## src/rtl/uart_rx_pkg.sv

```systemverilog
// Shared UART definitions: FSM state encodings, frame width and default bit timing.
// A future uart_tx imports this package too.
package uart_rx_pkg;

  localparam int unsigned UartDataBits = 8;
  localparam int unsigned UartIdxW     = $clog2(UartDataBits);

  // 39.75 MHz core clock from the PLL, 115200 baud.
  localparam int unsigned UartClksPerBit = 345;

  typedef enum logic [2:0] {
    UartIdle  = 3'd0,
    UartStart = 3'd1,
    UartData  = 3'd2,
    UartStop  = 3'd3,
    UartBreak = 3'd4
  } uart_state_e;

endpackage

```

## src/rtl/uart_rx_sync2.sv

```systemverilog
// Two-flop synchronizer for an asynchronous single-bit input.
// Both flops reset to RST_VAL so an idle-high line does not look like an edge.
module uart_rx_sync2 #(
  parameter logic RST_VAL = 1'b1
) (
  input  logic clk_core,
  input  logic reset,
  input  logic i_d,
  output logic o_q
);

  logic r_meta;
  logic r_sync;

  always_ff @(posedge clk_core) begin
    if (reset) begin
      r_meta <= RST_VAL;
      r_sync <= RST_VAL;
    end else begin
      r_meta <= i_d;
      r_sync <= r_meta;
    end
  end

  assign o_q = r_sync;

endmodule

```

## src/rtl/uart_rx.sv

```systemverilog
// 8N1 UART receiver with a one-entry holding register, valid/ready delivery,
// sticky framing/overrun flags and an active-low flow-control output.
module uart_rx
  import uart_rx_pkg::*;
#(
  parameter int unsigned CLKS_PER_BIT = UartClksPerBit,
  parameter int unsigned CNT_W        = 16
) (
  input  logic       clk_core,
  input  logic       reset,
  input  logic       rxd,
  output logic [7:0] rx_data,
  output logic       rx_valid,
  input  logic       rx_ready,
  output logic       frame_err,
  output logic       overrun,
  input  logic       err_clear,
  output logic       rts_n
);

  localparam logic [CNT_W-1:0]    BitReload  = CNT_W'(CLKS_PER_BIT - 1);
  localparam logic [CNT_W-1:0]    HalfReload = CNT_W'(CLKS_PER_BIT / 2 - 1);
  localparam logic [UartIdxW-1:0] LastIdx    = UartIdxW'(UartDataBits - 1);

  logic w_rxs;

  uart_rx_sync2 #(
    .RST_VAL (1'b1)
  ) u_sync2 (
    .clk_core (clk_core),
    .reset    (reset),
    .i_d      (rxd),
    .o_q      (w_rxs)
  );

  uart_state_e             r_state, w_state_d;
  logic [CNT_W-1:0]        r_cnt, w_cnt_d;
  logic [UartIdxW-1:0]     r_idx, w_idx_d;
  logic [UartDataBits-1:0] r_shift, w_shift_d;
  logic                    w_byte_done;
  logic                    w_frame_set;

  always_ff @(posedge clk_core) begin
    if (reset) begin
      r_state <= UartIdle;
      r_cnt   <= '0;
      r_idx   <= '0;
      r_shift <= '0;
    end else begin
      r_state <= w_state_d;
      r_cnt   <= w_cnt_d;
      r_idx   <= w_idx_d;
      r_shift <= w_shift_d;
    end
  end

  always_comb begin
    w_state_d   = r_state;
    w_cnt_d     = r_cnt;
    w_idx_d     = r_idx;
    w_shift_d   = r_shift;
    w_byte_done = 1'b0;
    w_frame_set = 1'b0;
    unique case (r_state)
      UartIdle: begin
        if (!w_rxs) begin
          w_cnt_d   = HalfReload;
          w_state_d = UartStart;
        end
      end
      UartStart: begin
        if (r_cnt != '0) begin
          w_cnt_d = r_cnt - 1'b1;
        end else if (w_rxs) begin
          // Start bit did not survive to its centre: treat as a glitch.
          w_state_d = UartIdle;
        end else begin
          w_idx_d   = '0;
          w_cnt_d   = BitReload;
          w_state_d = UartData;
        end
      end
      UartData: begin
        if (r_cnt != '0) begin
          w_cnt_d = r_cnt - 1'b1;
        end else begin
          w_shift_d[r_idx] = w_rxs;
          w_cnt_d          = BitReload;
          if (r_idx == LastIdx) begin
            w_state_d = UartStop;
          end else begin
            w_idx_d = r_idx + 1'b1;
          end
        end
      end
      UartStop: begin
        if (r_cnt != '0) begin
          w_cnt_d = r_cnt - 1'b1;
        end else if (w_rxs) begin
          w_byte_done = 1'b1;
          w_state_d   = UartIdle;
        end else begin
          w_frame_set = 1'b1;
          w_state_d   = UartBreak;
        end
      end
      UartBreak: begin
        // Hold off until the line returns high so a break is not read as start bits.
        if (w_rxs) begin
          w_state_d = UartIdle;
        end
      end
      default: w_state_d = UartIdle;
    endcase
  end

  logic [7:0] r_data, w_data_d;
  logic       r_valid, w_valid_d;
  logic       r_frame_err, w_frame_err_d;
  logic       r_overrun, w_overrun_d;
  logic       r_rts_n;
  logic       w_xfer;
  logic       w_ovr_set;

  assign w_xfer    = r_valid & rx_ready;
  assign w_ovr_set = w_byte_done & r_valid & ~w_xfer;

  always_comb begin
    w_data_d      = r_data;
    w_valid_d     = r_valid;
    w_frame_err_d = r_frame_err;
    w_overrun_d   = r_overrun;
    if (w_byte_done && (!r_valid || w_xfer)) begin
      w_data_d  = r_shift;
      w_valid_d = 1'b1;
    end else if (w_xfer) begin
      w_valid_d = 1'b0;
    end
    // A set event in the same cycle as err_clear takes priority.
    if (w_frame_set) begin
      w_frame_err_d = 1'b1;
    end else if (err_clear) begin
      w_frame_err_d = 1'b0;
    end
    if (w_ovr_set) begin
      w_overrun_d = 1'b1;
    end else if (err_clear) begin
      w_overrun_d = 1'b0;
    end
  end

  always_ff @(posedge clk_core) begin
    if (reset) begin
      r_data      <= '0;
      r_valid     <= 1'b0;
      r_frame_err <= 1'b0;
      r_overrun   <= 1'b0;
      r_rts_n     <= 1'b0;
    end else begin
      r_data      <= w_data_d;
      r_valid     <= w_valid_d;
      r_frame_err <= w_frame_err_d;
      r_overrun   <= w_overrun_d;
      r_rts_n     <= w_valid_d;
    end
  end

  assign rx_data   = r_data;
  assign rx_valid  = r_valid;
  assign frame_err = r_frame_err;
  assign overrun   = r_overrun;
  assign rts_n     = r_rts_n;

endmodule
```

## config.mk

```make
export PLATFORM = sky130hd
export DESIGN_NAME = uart_rx
export DESIGN_NICKNAME = d
export VERILOG_FILES = /design/src/rtl/uart_rx_pkg.sv /design/src/rtl/uart_rx_sync2.sv /design/src/rtl/uart_rx.sv
export SDC_FILE = /design/constraint.sdc
export NUM_CORES = 1
export LEC_CHECK = 0
export CORE_MARGIN = 1
export CORE_UTILIZATION = 53
export DETAILED_ROUTE_END_ITERATION = 10
export MAX_ROUTING_LAYER = met4
export PLACE_DENSITY_LB_ADDON = 0.05
export SLEW_MARGIN = 25
export SYNTH_ARGS = -nofsm -noshare
export SYNTH_HDL_FRONTEND = slang
export SYNTH_SLANG_ARGS = --single-unit
```

## constraint.sdc

```tcl
create_clock -name clk_core -period 2.7 [get_ports clk_core]
set_input_delay 0.27 -clock clk_core [delete_from_list [all_inputs] [get_ports clk_core]]
set_output_delay 0.27 -clock clk_core [all_outputs]
set_load 0.05 [all_outputs]
```

==> impl_metrics.toml, run 1 <==
[status]
status = "finished, final reports clean"

[detailed_routing]
drc = 0
viasPerCell = 6.338
wl_per_cell_um = 15.62
detail-route-antenna-nets = 0
route.vias.total = 2009
first_pass_iters = 5
drt-initial-drc-count = 154
routed_wl_um = 4951

[global_route]
grt_max_degree = 27
grt.overflow.total = 0
grt_pass1_wl_um = 8431
antenna_found_initial = 0
grt.total_usage_pct = 26.13
first_global_vias = 1765

[floorplan]
die_w_um = 66.15
std_cell_rows = 22
start_util_pct = 57.41
die-area_um2 = 4375
die_h_um = 66.15
core_um2 = 3799
ios = 17

[timing]
finalSetupTns_ns = 0
fin_crit_ns = 2.578
skew_ns = 0.004016
rsz0062_at_grt = "no"
slew_headroom_pct = 51.41
hold_violations = 0
setup_ws_ns = 0.1217
period_share_pct = 95.49
clock.fmax_mhz = 387.9
finalSetupViolCount = 0
worst_pin_slew_ns = 0.7262
drv_slew = 0

[placed_design]
dp_hpwl_um = 3364
port_buffers = 16
post-place-ws_ns = 0.1651
placed_cell_area_um2 = 2399
gp_congestion = 0.9522

[clock_network]
cts-resized-gates = 0
cts_htree_levels = 2
insertion_delay_ns = 0.30
cts_setup_buffers = 0
hold_buffers = 0
clockBufferDepth = 2
cts.sinks = 43
cts_buffers = 5
cts_tree = "done"
root_buffer = "clkbuf_8"
clk_pin_slew_ns = 0.09

[yosys]
synthFlopType = "dfxtp_1"
yosysTopAreaCell = "dfxtp_1"
synth_nets = 261
synth.area.top_cells = "dfxtp_1 (39%), mux2i_1 (4.6%), nor2_1 (4.0%)"
synth_edf_count = 0
synth_commonest_cells = "dfxtp_1 (43), nor2_1 (23), a21oi_1 (16), nand3_1 (16), o21ai_0 (16)"
ys_types = 48
seq_area_frac_synth_pct = 39.47
syn_inst = 252
yosysWarnings = 0
syn-cell-area_um2 = 2181
async_flop_share_pct = 0
synth_seq_cells = 43
synth_top_area_share_pct = 39.47
yosysMostFrequentCell = "dfxtp_1"
syn_area_per_cell_um2 = 8.654

[power_and_ir_drop]
fin_total_pwr_mw = 1.534
power_density_nw_per_um2 = 616.8
swShare_pct = 34.89
p_seq_share_pct = 45.4
p_int_uw = 998.8
p_comb_share_pct = 27.5
power.leakage_nw = 0.8663
power_frac_clock_pct = 27.1
p_sw_uw = 535.3
vdd_ir_drop_max_v = 0.0003630

[min_path]
hold_path.class = "reg2reg"
min_from = "u_sync2.r_meta"

[worst_setup_path]
worstSetupStartpoint = "r_cnt[8]"
worstPathRequired_ns = 2.86
start_kind = "register"
crit_fanout = 11
worstPathArrival_ns = 2.73
endpoint_kind = "register"
r2r-start = "r_cnt[8]"
crit_type = "reg2reg"

[cells_and_area]
area_delta_synth_final_pct = 14.06
fill_cells = 329
fin_area_um2 = 2487
antennaDiodeCount = 0
final_nets = 277
drive_gt1_share_pct = 11.15

[job]
maxCapViolations = 0
[worst paths after layout]
| kind | slack (ns) | to | cells after the start |
|---|---|---|---|
| min | 0.42 | u_sync2.o_q | 1 |
| max | 0.12 | r_cnt[12] | 5 |
| max reg2reg | 0.12 | r_cnt[12] | 5 |
| min reg2reg | 0.42 | u_sync2.o_q | 1 |
[metal layers]
| layer | vias up | routed length, µm | track usage, % |
|---|---|---|---|
| li1 | 985 | - | - |
| met1 | 943 | 2463 | 36.63 |
| met2 | 73 | 2088 | 36.86 |
| met3 | 8 | 328 | 6.207 |
| met4 | 0 | 70 | 8.245 |
| met5 | - | 0 | - |
[per-stage QoR]
stage          hold WS, ns  utilization [%]  std cells
6_report            0.4164            65.48        317
4_1_cts             0.4181            65.48        317
5_1_grt             0.4287            65.48        317
2_1_floorplan       0.3738                -        252
3_5_place_dp        0.3971            63.14        309
3_3_place_gp        0.4029            63.14        309
[placed cells by master, fill, tap and decap left out, types with 9 or more instances in the layout]
cell type / Yosys / layout
clkdlybuf4s50_1: 0 / 16
nand3_1: 16 / 16
nor2_1: 23 / 23
a21oi_1: 16 / 16
mux2i_1: 10 / 10
buf_4: 1 / 10
o31ai_1: 9 / 9
o21ai_0: 16 / 16
nand2_1: 10 / 10
dfxtp_1: 43 / 43
a221oi_1: 9 / 9
[power by group through the flow]
stage / combinational [mW] / clock (mW) / sequential (mW)
2_1_floorplan: 0.323 / 0 / 0.698
3_3_place_gp: 0.412 / 0 / 0.710
3_5_place_dp: 0.415 / 0 / 0.710
4_1_cts: 0.418 / 0.420 / 0.695
5_1_grt: 0.468 / 0.456 / 0.703
6_report: 0.422 / 0.416 / 0.696
[cell families (layout without fill, tap and decap cells)]
kind of cell               after synthesis  after routing  share of synthesized area, %
muxes                                   10             10                         4.590
and+or+nand+nor                         95             95                         24.79
adders and majority gates                4              4                         2.295
AOI/OAI and AO/OA                       75             75                         23.92
DFF                                     43             43                         39.47
buffers and inverters                   25             42                         4.934
[registers in the layout, summed over array words and instances (netlist names)]
signal	flops
rx_data	8
rts_n	1
overrun	1
r_idx	3
frame_err	1
r_shift	8
u_sync2.r_meta	1
u_sync2.o_q	1
r_cnt	16
r_state	3
[critical path, cell delays in order (launching register included)]
cell       delay, ns
dfxtp_1         0.36
or4_4           0.58
or4_4           0.54
o21ai_0         0.35
o2bb2ai_1       0.39
a221oi_1        0.20
[cell type report]
class | instances | area [µm²] | area share, %
multi-input combinational | 184 | 1212 | 48.74
sequential | 43 | 860.8 | 34.61
timing repair buffer | 26 | 235.2 | 9.457
clock buffer | 5 | 68.82 | 2.767
tap | 48 | 60.06 | 2.414
inverter | 8 | 30.03 | 1.207
clock inverter | 3 | 20.02 | 0.8048
(Power assumes the default switching activity.)
==> run 2, diff against run 1 <==
Settings changed: CORE_UTILIZATION 53 to 25, TNS_END_PERCENT set to 50.
==> run 2 against run 1 <==
Compared with the run above:
- total power is 3.9% higher
- non-clock buffer count is 5 higher
- global-route usage is 12 points lower
- clock-buffer cell count stayed put
- first-iteration DRC count is 66% lower
- register-to-register slack better by 0.10 ns
- via count is 1.6% lower
- flip-flop and latch count stayed put
- clock power is 6.7% higher
- critical path depth is 1 higher
==> impl_metrics.toml, run 2 (same netlist as run 1, synthesis figures left out) <==
[floorplan]
core_um2 = 8341
std_cell_rows = 33
die_w_um = 95.40
die-area_um2 = 9101
die_h_um = 95.40
start_util_pct = 26.15
ios = 17

[timing]
finalSetupTns_ns = 0
finalSetupViolCount = 0
fin_crit_ns = 2.474
skew_ns = 0.007712
slew_headroom_pct = 67.12
period_share_pct = 91.63
hold_violations = 0
worst_pin_slew_ns = 0.4917
rsz0062_at_grt = "no"
clock.fmax_mhz = 404.2
drv_slew = 0
holdWs_ns = 0.4168

[cells_and_area]
drive_gt1_share_pct = 13.14
fill_cells = 912
layout_common_cells = "dfxtp_1 (43), nor2_1 (23)"
largest-register = "r_cnt"
area_delta_synth_final_pct = 20.08
largest_register_ffs = 16
antennaDiodeCount = 0
final_common_cell = "dfxtp_1"
final_nets = 282

[clock_network]
cts-resized-gates = 0
clk_pin_slew_ns = 0.10
clockBufferDepth = 2
hold_buffers = 0
cts_setup_buffers = 0
cts_htree_levels = 2
cts_tree = "done"
root_buffer = "clkbuf_8"
insertion_delay_ns = 0.30
cts_buffers = 5
cts.sinks = 43

[detailed_routing]
routed_wl_um = 5874
route.vias.total = 1977
detail-route-antenna-nets = 0
wl_per_cell_um = 15.50
drc = 0
drt-initial-drc-count = 53
first_pass_iters = 4
viasPerCell = 5.216

[min_path]
hold_path.class = "reg2reg"

[power_and_ir_drop]
power.leakage_nw = 0.8997
vdd_ir_drop_max_v = 0.0002098
power_density_nw_per_um2 = 608.8

[placed_design]
gp_congestion = 0.7706
dp_hpwl_um = 4052
port_buffers = 16

[status]
status = "finished, final reports clean"

[global_route]
first_global_vias = 1833
antenna_found_initial = 0
grt_max_degree = 31
grt.total_usage_pct = 14.61
grt_pass1_wl_um = 9804
grt.overflow.total = 0

[worst_setup_path]
endpoint_kind = "register"
start_kind = "register"
worstPathArrival_ns = 2.68
crit_type = "reg2reg"
ff2ff_setup_slack_ns = 0.23
worstPathRequired_ns = 2.91
crit_fanout = 28

[job]
maxCapViolations = 0
-- run 2: cell types whose count changed in the layout (fill, tap and decap cells not counted), sizes merged --
cell | previous run | this run
clkinv | 1 | 0
buf | 10 | 15
inv | 8 | 9
-- run 2: worst max-delay path, stage by stage (launching register included) --
cell	delay [ns]
dfxtp_1	0.37
or4_4	0.60
or4_4	0.55
o31ai_4	0.29
buf_12	0.21
o31ai_1	0.09
a221oi_1	0.26
-- run 2: path summary, 6_finish.rpt --
path                                      from          end  cells past startpoint
worst min-delay path            u_sync2.r_meta  u_sync2.o_q                      1
worst min register to register  u_sync2.r_meta  u_sync2.o_q                      1
worst max register to register        r_cnt[8]    r_cnt[11]                      6
worst max-delay path                  r_cnt[8]    r_cnt[11]                      6
-- run 2: final cells by class --
type / instances / area, µm² / share of cell area [%]
multi-input combinational: 184 / 1219 / 46.54
tap: 105 / 131.4 / 5.017
clock inverter: 3 / 23.77 / 0.9078
clock buffer: 5 / 68.82 / 2.628
sequential: 43 / 860.8 / 32.87
timing repair buffer: 31 / 285.3 / 10.89
inverter: 8 / 30.03 / 1.147
-- run 2: report_power, final --
| part | internal, mW | switching (mW) | total [mW] |
|---|---|---|---|
| logic | 0.166 | 0.289 | 0.455 |
| clock network | 0.186 | 0.258 | 0.444 |
| registers | 0.664 | 0.0324 | 0.696 |
-- run 2: metal layers --
metal / vias up / wire, µm / global-route usage [%]
met3: 6 / 144 / 3.110
li1: 995 / - / -
met5: - / 0 / -
met2: 24 / 2642 / 22.68
met4: 0 / 59 / 3.358
met1: 952 / 3026 / 19.37
-- run 2: metrics by stage --
stage                     power, mW  utilization, %  worst slack [ns]  cells  cell area (µm²)
final                         1.594           31.40            0.2261    379             2619
after CTS                     1.623           31.40            0.2327    379             2619
after detailed placement      1.164           30.29            0.2585    371             2526
after floorplan               1.022               -            0.2949    252             2181
after global placement        1.171           30.29            0.3071    371             2526
after global routing          1.694           31.40           0.07928    379             2619
==> run 3, diff against run 2 <==
Settings changed: CAP_MARGIN set to 20.
==> results of run 3 <==
No change in the layout: final DEF, timing and power equal those of run 2.
